### src/rtl/gate_result_fifo.sv
// gate_result_fifo: change-detecting sampler of {X,Y,Z} feeding a first-word-fall-through FIFO
//   clk, rst      : rising-edge clock, asynchronous active-high reset
//   en            : sampling enable
//   X, Y, Z       : gate outputs sampled as one entry {X,Y,Z}
//   pop           : consumer removes the head entry
//   DX, DY, DZ    : head entry fields, zero when empty
//   valid, full   : not empty / holding DEPTH entries
//   count         : number of stored entries
//   drop_cnt      : saturating count of changed samples lost to a full FIFO
module gate_result_fifo #(
  parameter int WIDTH = 4,
  parameter int DEPTH = 4
) (
  input  logic                       clk,
  input  logic                       rst,
  input  logic                       en,
  input  logic [WIDTH-1:0]           X,
  input  logic [WIDTH-1:0]           Y,
  input  logic [WIDTH-1:0]           Z,
  input  logic                       pop,
  output logic [WIDTH-1:0]           DX,
  output logic [WIDTH-1:0]           DY,
  output logic [WIDTH-1:0]           DZ,
  output logic                       valid,
  output logic                       full,
  output logic [$clog2(DEPTH):0]     count,
  output logic [7:0]                 drop_cnt
);
  localparam int AW = $clog2(DEPTH);
  localparam int SW = 3 * WIDTH;
  localparam logic [AW:0] FULL_CNT = (AW + 1)'(DEPTH);
  logic [SW-1:0] mem [DEPTH];
  logic [SW-1:0] sample, last, head;
  logic [AW-1:0] wp, rp;
  logic [AW:0]   cnt;
  logic          have_last, chg, do_pop, do_push, drop;
  assign sample  = {X, Y, Z};
  assign chg     = en && (!have_last || sample != last);
  assign do_pop  = pop && cnt != '0;
  // a full FIFO still accepts a change when the head leaves in the same cycle
  assign do_push = chg && (cnt != FULL_CNT || do_pop);
  assign drop    = chg && cnt == FULL_CNT && !do_pop;
  assign head    = cnt != '0 ? mem[rp] : '0;
  assign {DX, DY, DZ} = head;
  assign valid   = cnt != '0;
  assign full    = cnt == FULL_CNT;
  assign count   = cnt;
  always_ff @(posedge clk or posedge rst)
    if (rst) begin
      wp        <= '0;
      rp        <= '0;
      cnt       <= '0;
      last      <= '0;
      have_last <= 1'b0;
      drop_cnt  <= '0;
    end else begin
      if (chg) begin
        last      <= sample;
        have_last <= 1'b1;
      end
      if (do_push) wp <= wp + 1'b1;
      if (do_pop) rp <= rp + 1'b1;
      cnt <= do_push && !do_pop ? cnt + 1'b1 : !do_push && do_pop ? cnt - 1'b1 : cnt;
      if (drop && drop_cnt != 8'hff) drop_cnt <= drop_cnt + 1'b1;
    end
  always_ff @(posedge clk)
    if (do_push) mem[wp] <= sample;
endmodule

### config.mk
export PLATFORM = sky130hd
export DESIGN_NAME = gate_result_fifo
export DESIGN_NICKNAME = d
export VERILOG_FILES = /design/src/rtl/gate_result_fifo.sv
export SDC_FILE = /design/constraint.sdc
export NUM_CORES = 1
export LEC_CHECK = 0
export BUFFER_PORTS_ARGS = -buffer_cell sky130_fd_sc_hd__buf_4
export CELL_PAD_IN_SITES_DETAIL_PLACEMENT = 1
export CELL_PAD_IN_SITES_GLOBAL_PLACEMENT = 2
export CORE_MARGIN = 2
export CORE_UTILIZATION = 40
export DETAILED_ROUTE_END_ITERATION = 10
export PLACE_DENSITY = 0.83
export SYNTH_ARGS = -nofsm -noshare
export SYNTH_HDL_FRONTEND = slang
export SYNTH_SLANG_ARGS = --single-unit
### constraint.sdc
create_clock -name clk -period 6.6 [get_ports clk]
set_input_delay 1.32 -clock clk [delete_from_list [all_inputs] [get_ports clk]]
set_output_delay 1.32 -clock clk [all_outputs]
set_load 0.01 [all_outputs]
==> results of run 1 <==
-- worst max-delay path: cells and delay by family, from the launching register on --
family                 cells  cell delay, ns
buffers and inverters      1            0.14
flip-flops                 1            0.94
multiplexers               1            0.60
AND/OR/NAND/NOR            1            0.17
-- placed cells by master, fill, tap and decap left out, drive strengths merged --
| master | netlist | layout |
|---|---|---|
| inv | 5 | 5 |
| nand2b | 1 | 1 |
| xor2 | 9 | 9 |
| xnor2 | 16 | 16 |
| o21ai | 1 | 1 |
| or3 | 1 | 1 |
| dfrtp | 28 | 28 |
| fa | 1 | 1 |
| nor3b | 2 | 2 |
| edfxtp | 48 | 48 |
| and2 | 16 | 16 |
| ha | 6 | 6 |
| nor2 | 4 | 4 |
| or2 | 1 | 1 |
| mux4 | 12 | 12 |
| clkbuf | 3 | 11 |
| nor4b | 1 | 1 |
| nor4 | 4 | 4 |
| nand3 | 5 | 5 |
| nor3 | 1 | 1 |
| nand4 | 3 | 3 |
| mux2 | 15 | 15 |
| clkinv | 0 | 5 |
| buf | 2 | 41 |
| or4b | 1 | 1 |
| nand2 | 5 | 5 |
-- state kept, by name, summed over array words and instances (netlist names) --
signal     cells
count          3
drop_cnt       8
have_last      1
last          12
mem           48
rp             2
wp             2
-- per-stage QoR --
| stage | setup WS [ns] | cells |
|---|---|---|
| final | 3.09 | 345 |
| after global routing | 2.92 | 345 |
| after CTS | 3.01 | 345 |
| after detailed placement | 2.88 | 329 |
| after global placement | 2.95 | 329 |
| after floorplan | 3.35 | 191 |
-- cell families (layout without fill, tap and decap cells) --
group | count (synthesis) | count (layout) | synth area share [%]
flops | 76 | 76 | 66.3
simple gates | 45 | 45 | 8.87
mux | 27 | 27 | 13.6
xor+xnor | 25 | 25 | 6.78
buf+inv | 10 | 62 | 1.20
fa+ha+maj | 7 | 7 | 2.94
compound gates | 1 | 1 | 0.271
-- routing by layer --
metal  vias up  share of wire [%]  global-route usage [%]
li1        797                  -                       -
met1       876                 45                    19.4
met2        32                 50                    24.3
met5         -                  0                       0
met3         9                3.8                    3.85
met4         0                1.8                    6.16
-- worst paths after layout --
check	endpoint	cells after the start
max	DX[2]	3
min	have_last	1
max reg2reg	count[1]	8
min reg2reg	have_last	1
max in group asynchronous	last[3]	3
min in group asynchronous	drop_cnt[6]	3
-- area by class of cell --
type / instances / area (um2) / area share, %
Multi-Input combinational cell: 105 / 1050 / 27.6
Clock buffer: 11 / 131 / 3.45
Inverter: 5 / 18.8 / 0.493
Sequential cell: 76 / 2140 / 56.3
Timing Repair Buffer: 41 / 308 / 8.09
Tap cell: 102 / 128 / 3.35
Clock inverter: 5 / 28.8 / 0.756
-- power by group --
group | switching (mW) | total [mW] | internal (mW)
Combinational | 0.201 | 0.470 | 0.269
Sequential | 0.0910 | 0.701 | 0.610
Clock | 0.167 | 0.301 | 0.135
Total | 0.459 | 1.47 | 1.01
==> qor.yml, run 1 <==
cts_root_buffer: "clkbuf_8"
max-vdd-ir-drop_uv: 120
drive_gt1_share_pct: 36.2
nets: 261
core_mm2: 0.00777
post_drt_wl_per_cell_um: 17.4
drc: 0
final_antenna_net_count: 0
hp-start: "have_last"
finalCritPeriodShare_pct: 53.2
cpMaxStageDelayCell: "dfrtp_1"
fin_area_mm2: 0.00380
rsz0062_at_grt: "false"
vias_per_cell: 4.97
end_kind: "output port"
r2r_setup_slack_ns: 3.94
synth_top_area_share_pct: 44.6
hpwlAfterDp_um: 4010
synth_edf_count: 48
port_buffers: 40
hold_violations: 0
grt_max_degree: 29
syn_area_per_cell_um2: 16.9
dieArea_mm2: 0.00881
path_max_fanout: 14
period_minus_slack_ns: 3.51
power_density_mw_per_mm2: 387
die_w_um: 93.9
clock-sinks: 76
postCtsSetupBuffers: 0
maxSlewHeadroom_pct: 40.3
synth_ff_type: "edfxtp_1"
area_delta_synth_final_pct: 17.8
hold_path_class: "reg -> reg"
tightest_slew_ns: 0.895
r2r_start: "last[10]"
yosys.area.top_type: "edfxtp_1"
synth_common_cells: "edfxtp_1, dfrtp_1, and2_1, xnor2_1, mux2_2"
synth_seq_cells: 76
hold_ws_ns: 0.483
overflow: 0
yosysMostFrequentCell: "edfxtp_1"
drt_first_pass_iters: 4
path_clk_slew_ns: 0.08
grt.total_usage_pct: 15.0
synth_cells: 191
insertion_delay_ns: 0.35
synth_fp_nets: 214
num_rows: 32
cts_resized: 0
clock_path_buffers: 2
yosysSeqAreaShare_pct: 66.3
path_cells: "mux4_2 -> and2_1 -> buf_4"
total_power_mw: 1.47
drv_slew: 0
crit_required_ns: 5.28
fmax_mhz: 285
maxCapViolCount: 0
yosys_warnings: 0
setup_viol: 0
antenna_found_initial: 0
die_height_um: 93.9
first_global_vias: 1786
status: "complete, no violations"
critPathLaunchType: "register"
synth_cell_types: 28
vias: 1714
start_util_pct: 41.6
skew_ns: 0.00978
startpoint: "rp[0]"
drtIter0Drc: 64
arrival_ns: 2.19
leakage_nw: 1.47
n_antenna_cell: 0
async_flop_share_pct: 36.8
cts_tree: "yes"
synth_area_leaders: "edfxtp_1, dfrtp_1, mux4_2"
cts_inserted_buffers: 9
finalSetupTns_ns: 0
ios: 41
synth_area_mm2: 0.00323
totalWireLength_um: 6000
htreeDepth: 3
n_fill_cell: 785
path_class: "reg -> out"
final_core_util_pct: 49.0
finalWeightedCongestion: 0.769
slowest_delay_ns: 0.94
grt_pass1_wl_um: 9670
postCtsHoldBufs: 0
dpl_cell_area_mm2: 0.00364
(Power assumes the default switching activity.)
==> run 2: changes to the inputs <==
Settings changed: CORE_UTILIZATION 40 to 38, PLACE_DENSITY 0.83 to 0.82.
Clock period 6.6 ns to 3.1 ns, I/O delays scaled along.
==> qor.yml, run 2 (synthesis gave the netlist of run 1 again) <==
finalCritPeriodShare_pct: 85.1
hold_path_class: "in -> async"
dpl_cell_area_mm2: 0.00367
cts_resized: 0
drive_gt1_share_pct: 37.4
drtIter0Drc: 48
max-vdd-ir-drop_uv: 372
power_density_mw_per_mm2: 861
die_height_um: 96.2
r2r_setup_slack_ns: 0.69
maxCapViolCount: 0
final-instance-count-excl-fill: 351
grt_max_degree: 29
skew_ns: 0.00700
end_kind: "output port"
postCtsHoldBufs: 0
critPathLaunchType: "register"
postLayoutSetupSlackWorst_ns: 0.462
reg2reg_to: "count[2]"
postCtsSetupBuffers: 0
finalWeightedCongestion: 0.712
drc: 0
clock-sinks: 76
n_antenna_cell: 0
path_class: "reg -> out"
hold_violations: 0
cts_inserted_buffers: 9
period_minus_slack_ns: 2.64
n_fill_cell: 815
rsz0062_at_grt: "false"
antenna_found_initial: 0
fmax_mhz: 379
vias_per_cell: 4.88
vias: 1714
path_max_fanout: 10
final_antenna_net_count: 0
drv_slew: 0
crit_required_ns: 2.48
final_core_util_pct: 47.3
overflow: 0
insertion_delay_ns: 0.35
largest_reg_flops: 48
maxSlewHeadroom_pct: 50.6
cts_root_buffer: "clkbuf_8"
cts_tree: "yes"
leakage_nw: 1.51
setup_viol: 0
area_delta_synth_final_pct: 20.3
r2r_start: "count[1]"
dieArea_mm2: 0.00925
clock_path_buffers: 2
num_rows: 33
numPlacedInstances: 335
port_buffers: 40
grt_pass1_wl_um: 10200
nets: 264
grt.total_usage_pct: 15.7
ios: 41
first_global_vias: 1907
pre_cts_ws_ns: 0.389
totalWireLength_um: 6270
drt_first_pass_iters: 4
fin_area_mm2: 0.00388
layout_common_cells: "edfxtp_1, buf_4, dfrtp_1, xnor2_1, and2_1"
die_w_um: 96.2
path_clk_slew_ns: 0.08
hold_ws_ns: 0.333
setup.worst_path.end: "DZ[2]"
tightest_slew_ns: 0.741
hpwlAfterDp_um: 4180
finalSetupTns_ns: 0
status: "complete, no violations"
arrival_ns: 2.02
htreeDepth: 3
reg_top3: "mem: 48 flops, last: 12 flops, drop_cnt: 8 flops"
start_util_pct: 39.3
total_power_mw: 3.34
core_mm2: 0.00822
regMostFlops: "mem"
layout.cells.most_common: "edfxtp_1"
startpoint: "rp[0]"
post_drt_wl_per_cell_um: 17.9
rr_worst_depth: 8
[run 2: worst max-delay path: stages (launching register included)]
cell	delay, ns
dfrtp_1	0.52
buf_4	0.31
mux4_2	0.52
and2_1	0.17
buf_4	0.14
[run 2: report_power, final]
group	leakage (nW)	internal (mW)	switching, mW	total (mW)
clock	0.107	0.450	0.371	0.821
sequential	0.779	1.30	0.163	1.46
combinational	0.622	0.586	0.476	1.06
[run 2: per-layer routing]
layer / share of wire (%) / vias to the layer above / global-route usage (%)
li1: - / 803 / -
met1: 41 / 863 / 18.7
met2: 53 / 39 / 26.6
met3: 4.3 / 9 / 4.54
met4: 1.6 / 0 / 6.43
met5: 0 / - / 0
[run 2: worst min-delay path by stage]
stage                   start           to  slack [ns]  cells past startpoint
floorplan           have_last    have_last        0.44                      1
detailed placement  have_last    have_last        0.46                      1
global placement    have_last    have_last        0.45                      1
global route              rst      last[7]        0.36                      3
CTS                       rst      last[4]        0.33                      3
finish                    rst  drop_cnt[0]        0.33                      3
[run 2: area by class of cell]
class	instances	area [um2]	share of cell area [%]
well taps	105	131	3.38
clock buffers	9	124	3.19
multi-input cells	105	1050	27.0
clock inverters	7	90.1	2.32
repair buffers	44	330	8.50
inverters	5	18.8	0.483
flip-flops and latches	76	2140	55.1
